File: src/rtl/cbx_param_cfg.sv
// Connection box with a serial configuration chain: pass-through routing tracks, per-pin
// track muxes selected from the chain, and a load-tracking FSM gating the grid pins.
module cbx_param_cfg #(
  parameter int unsigned CHAN_WIDTH = 20,
  parameter int unsigned NUM_IPIN   = 9,
  parameter int unsigned MUX_SIZE   = 10
) (
  input  logic                  prog_clk,
  input  logic                  prog_reset,
  input  logic                  ccff_head,
  input  logic                  ccff_en,
  input  logic [CHAN_WIDTH-1:0] chanx_left_in,
  input  logic [CHAN_WIDTH-1:0] chanx_right_in,
  output logic [CHAN_WIDTH-1:0] chanx_left_out,
  output logic [CHAN_WIDTH-1:0] chanx_right_out,
  output logic [NUM_IPIN-1:0]   bottom_grid_pin,
  output logic                  ccff_tail,
  output logic                  cfg_done
);

  localparam int unsigned SEL_BITS = $clog2(MUX_SIZE);
  localparam int unsigned CFG_BITS = NUM_IPIN * SEL_BITS;
  localparam int unsigned CntW     = $clog2(CFG_BITS + 1);

  typedef enum logic [1:0] {StUncfg, StLoading, StDone} state_e;

  state_e              state_q;
  logic [CFG_BITS-1:0] cfg_q;
  logic [CntW-1:0]     cnt_q;
  logic [CntW-1:0]     cnt_inc;
  logic                cfg_done_q;
  logic [NUM_IPIN-1:0] grid_pin;

  assign chanx_right_out = chanx_left_in;
  assign chanx_left_out  = chanx_right_in;
  assign ccff_tail       = cfg_q[CFG_BITS-1];
  assign cfg_done        = cfg_done_q;
  assign bottom_grid_pin = grid_pin;
  assign cnt_inc         = cnt_q + CntW'(1);

  always_ff @(posedge prog_clk) begin
    if (prog_reset) begin
      cfg_q      <= '0;
      cnt_q      <= '0;
      state_q    <= StUncfg;
      cfg_done_q <= 1'b0;
    end else if (ccff_en) begin
      cfg_q <= {cfg_q[CFG_BITS-2:0], ccff_head};
      unique case (state_q)
        StUncfg, StLoading: begin
          cnt_q <= cnt_inc;
          if (cnt_inc == CntW'(CFG_BITS)) begin
            state_q    <= StDone;
            cfg_done_q <= 1'b1;
          end else begin
            state_q    <= StLoading;
            cfg_done_q <= 1'b0;
          end
        end
        StDone: begin
          // Live reconfiguration: keep shifting, counter stays saturated.
          cnt_q      <= CntW'(CFG_BITS);
          cfg_done_q <= 1'b1;
        end
        default: begin
          cnt_q      <= '0;
          state_q    <= StUncfg;
          cfg_done_q <= 1'b0;
        end
      endcase
    end
  end

  always_comb begin : mux_blk
    logic [SEL_BITS-1:0] sel;
    int unsigned         t;
    sel      = '0;
    t        = 0;
    grid_pin = '0;
    for (int unsigned i = 0; i < NUM_IPIN; i++) begin
      sel = cfg_q[i*SEL_BITS +: SEL_BITS];
      // Input pairs step two tracks apart; each pin is staggered by its own index.
      for (int unsigned j = 0; j < MUX_SIZE; j++) begin
        if (int'(sel) == int'(j)) begin
          t = (2 * (j / 2) + i) % CHAN_WIDTH;
          grid_pin[i] = (j % 2 == 0) ? chanx_left_in[t] : chanx_right_in[t];
        end
      end
    end
    if (!cfg_done_q) grid_pin = '0;
  end

endmodule

File: config.mk
export PLATFORM = sky130hd
export DESIGN_NAME = cbx_param_cfg
export DESIGN_NICKNAME = d
export VERILOG_FILES = /design/src/rtl/cbx_param_cfg.sv
export SDC_FILE = /design/constraint.sdc
export NUM_CORES = 1
export LEC_CHECK = 0
export BUFFER_PORTS_ARGS = -buffer_cell sky130_fd_sc_hd__buf_2
export CAP_MARGIN = 20
export CORE_ASPECT_RATIO = 1.75
export CORE_MARGIN = 3
export CORE_UTILIZATION = 26
export CTS_BUF_LIST = sky130_fd_sc_hd__clkbuf_4
export DETAILED_ROUTE_END_ITERATION = 8
export GPL_ROUTABILITY_DRIVEN = 0
export GPL_TIMING_DRIVEN = 0
export PLACE_DENSITY = 0.49
export SYNTH_ARGS = -nofsm -noshare
export SYNTH_HDL_FRONTEND = slang
export SYNTH_SLANG_ARGS = --single-unit
File: constraint.sdc
create_clock -name prog_clk -period 2.2 [get_ports prog_clk]
set_input_delay 0.66 -clock prog_clk [delete_from_list [all_inputs] [get_ports prog_clk]]
set_output_delay 0.66 -clock prog_clk [all_outputs]
set_load 0.01 [all_outputs]
==> impl_metrics.tcl <==
set metrics [dict create \
    critPathSlowestCell "mux4_2" \
    syn2layout_area_growth_pct 28.90 \
    drtAntennaViolNets 0 \
    worst_slack_ns -0.2703 \
    rsz0062_at_grt "true" \
    numCtsBuffers 5 \
    fin_setup_tns_ns -0.9598 \
    wl_um 8417 \
    worst_pin_slew_ns 0.5000 \
    cap_violations 0 \
    layout_min_cycle_time_ns 2.470 \
    die_w_um 85.31 \
    maxSlewHeadroom 0.6667 \
    die_area_mm2 0.01235 \
    switching_share 0.2960 \
    max-vdd-ir-drop_mv 0.1964 \
    initial_core_util 0.2675 \
    syn_area_per_cell_um2 9.231 \
    fin_util 0.3448 \
    seq_area_frac_synth 0.3148 \
    pwr-share-clk 0.273 \
    path_delay_family "multiplexers" \
    viasPerCell 4.756 \
    violations "setup timing" \
    required_ns 1.54 \
    path_class "in2out" \
    io_buffer_count 86 \
    synth.cell_area_mm2 0.002861 \
    grtUsageTotal 0.1364 \
    clk_path_buf_depth 2 \
    dp_hpwl_um 6451 \
    path_buf_inv 2 \
    critPathLaunchType "input port" \
    final-hold-violation-count 0 \
    ys_seq_elements 45 \
    end_kind "output port" \
    fin_skew_ns 0.01066 \
    cellLeakagePower_nw 1.592 \
    pwr-share-comb 0.205 \
    path_max_fanout 6 \
    report.final.slew_viol_count 0 \
    core-area_mm2 0.01070 \
    fin_crit_sh 1.123 \
    row_count 50 \
    syn-num-nets 355 \
    power_density_mw_per_mm2 424.9 \
    root_buffer "clkbuf_4" \
    min_path_type "reg2reg" \
    dr.pass1.iters 4 \
    crit_chain "buf_2, mux4_2, o2bb2ai_2, a311oi_1, o21a_1, buf_6" \
    n_fill_cell 1127 \
    syn_inst 310 \
    antenna_found_initial 1 \
    cts_max_level 2 \
    num_vias 2554 \
    drc 0 \
    grt_pass1_wl_um 13210 \
    tritoncts "done" \
    outcome "finished with violations" \
    path_clk_slew_ns 0.15 \
    grt_pass1_vias 2562 \
    yosys_warnings 0 \
    yosys.cell_types.count 35 \
    fmax_ghz 0.4048 \
    grt_overflow_total 0 \
    dr.first_iter.drc_count 95 \
    clock-sinks 45 \
    drive_gt1_frac 0.4655 \
    insertion_delay_ns 0.38 \
    io_pins 95 \
    arrival_ns 1.81 \
    grt_max_degree 17 \
    power.internal_w 0.001103 \
    hold_slack_ns 0.4906 \
    slowest_delay_ns 0.49 \
    p_sw_w 0.0004639 \
    pwr-share-seq 0.522 \
    layout.nets 450 \
    avgRoutedWirePerCell_um 15.67 \
    setup_viol 6 \
    fp.dieH_um 144.8 \
]
synth_stat cells (all sizes together):
cell type,count,area (um^2)
a21o,1,7.510
a21oi,6,30.03
a22oi,1,7.510
a311oi,1,8.760
a31oi,1,6.260
and3,2,12.51
and3b,1,8.760
buf,47,341.6
clkbuf,14,52.55
dfxtp,45,900.9
ha,1,12.51
inv,3,11.26
mux2,1,11.26
mux2i,67,670.6
mux4,9,202.7
nand2,6,22.52
nand2b,1,6.260
nand3,12,60.06
nand3b,10,75.07
nand4,4,25.02
nand4b,1,8.760
nor2,47,176.4
nor2b,4,25.02
nor3,4,20.02
nor4b,1,8.760
o211ai,2,15.01
o21a,1,7.510
o21ai,4,20.02
o22ai,1,6.260
o2bb2ai,3,26.28
o31ai,4,30.03
o32ai,4,35.03
or3b,1,8.760
registers in the layout, summed over array words and instances (netlist names):
name	flops
cfg_done	1
cfg_q	36
cnt_q	6
state_q	2
metal layers:
metal	part of all wire	wire length [um]	GRT usage
met1	0.36	3009	0.1396
met2	0.59	4971	0.2680
met3	0.029	241	0.02153
met4	0.023	195	0.05755
met5	0	0	0
layout make-up:
cell class              count  area [um^2]  area share
repair buffers             97        534.3      0.1448
flip-flops and latches     45        950.9      0.2578
clock inverters             3        25.02    0.006784
plain buffers              52        355.3     0.09634
inverters                   3        15.01    0.004071
diodes                      1        2.502   0.0006784
clock buffers               5        37.54     0.01018
multi-input cells         201         1605      0.4352
well taps                 130        162.7     0.04410
metrics by stage:
stage | total power (W) | std cells | setup slack [ns] | cell area [um^2]
after floorplan | 0.001028 | 310 | 0.04231 | 2861
after global placement | 0.001157 | 526 | -0.2625 | 3455
after detailed placement | 0.001161 | 526 | -0.2720 | 3455
after CTS | 0.001601 | 536 | -0.3027 | 3640
after global routing | 0.001660 | 537 | -0.3502 | 3689
final | 0.001567 | 537 | -0.2703 | 3689
power by group through the flow:
| stage | combinational [W] | clock, W | sequential (W) |
|---|---|---|---|
| 2_1_floorplan | 0.000184 | 0 | 0.000845 |
| 3_3_place_gp | 0.000312 | 0 | 0.000845 |
| 3_5_place_dp | 0.000315 | 0 | 0.000846 |
| 4_1_cts | 0.000322 | 0.000453 | 0.000826 |
| 5_1_grt | 0.000349 | 0.000491 | 0.000820 |
| 6_report | 0.000321 | 0.000428 | 0.000818 |
cell usage in the layout (no fill, tap or decap), drive strengths merged, types with 3 or more instances in the layout:
cell	instances
a21oi	6
buf	142
clkbuf	12
dfxtp	45
inv	3
mux2i	67
mux4	9
nand2	6
nand3	12
nand3b	10
nand4	4
nor2	47
nor2b	4
nor3	4
o21ai	4
o2bb2ai	3
o31ai	4
o32ai	4
repair_timing:
| action | CTS | global route |
|---|---|---|
| resized for setup | 29 | 16 |
| pin swaps | 4 | 6 |
| hold buffers | 0 | 0 |
| buffers inserted | 8 | 3 |
| endpoints found under the hold margin | 0 | 0 |
| setup endpoints to repair | 9 | 9 |
worst paths after layout:
kind | from | endpoint | slack [ns] | cells past startpoint
worst max-delay path | chanx_right_in[8] | bottom_grid_pin[2] | -0.27 | 6
worst min register to register | cnt_q[1] | cnt_q[1] | 0.49 | 2
worst min-delay path | cnt_q[1] | cnt_q[1] | 0.49 | 2
worst max register to register | cnt_q[0] | cfg_done | 0.73 | 5
worst reg2reg max path, delay by kind of cell, from the launching register on:
kind,cells,cell delay [ns]
AND/OR/NAND/NOR,3,0.71
flip-flops,1,0.40
adder cells (fa/ha/maj),1,0.22
AO/OA/AOI/OAI,1,0.09
cells by family after synthesis:
family          Yosys count  share of synthesized area
simple gates             94                     0.1600
mux                      77                     0.3091
buf+inv                  64                     0.1417
flops                    45                     0.3148
compound gates           29                    0.06997
fa+ha+maj                 1                   0.004372
No activity file was read; power rests on OpenSTA's default activity.
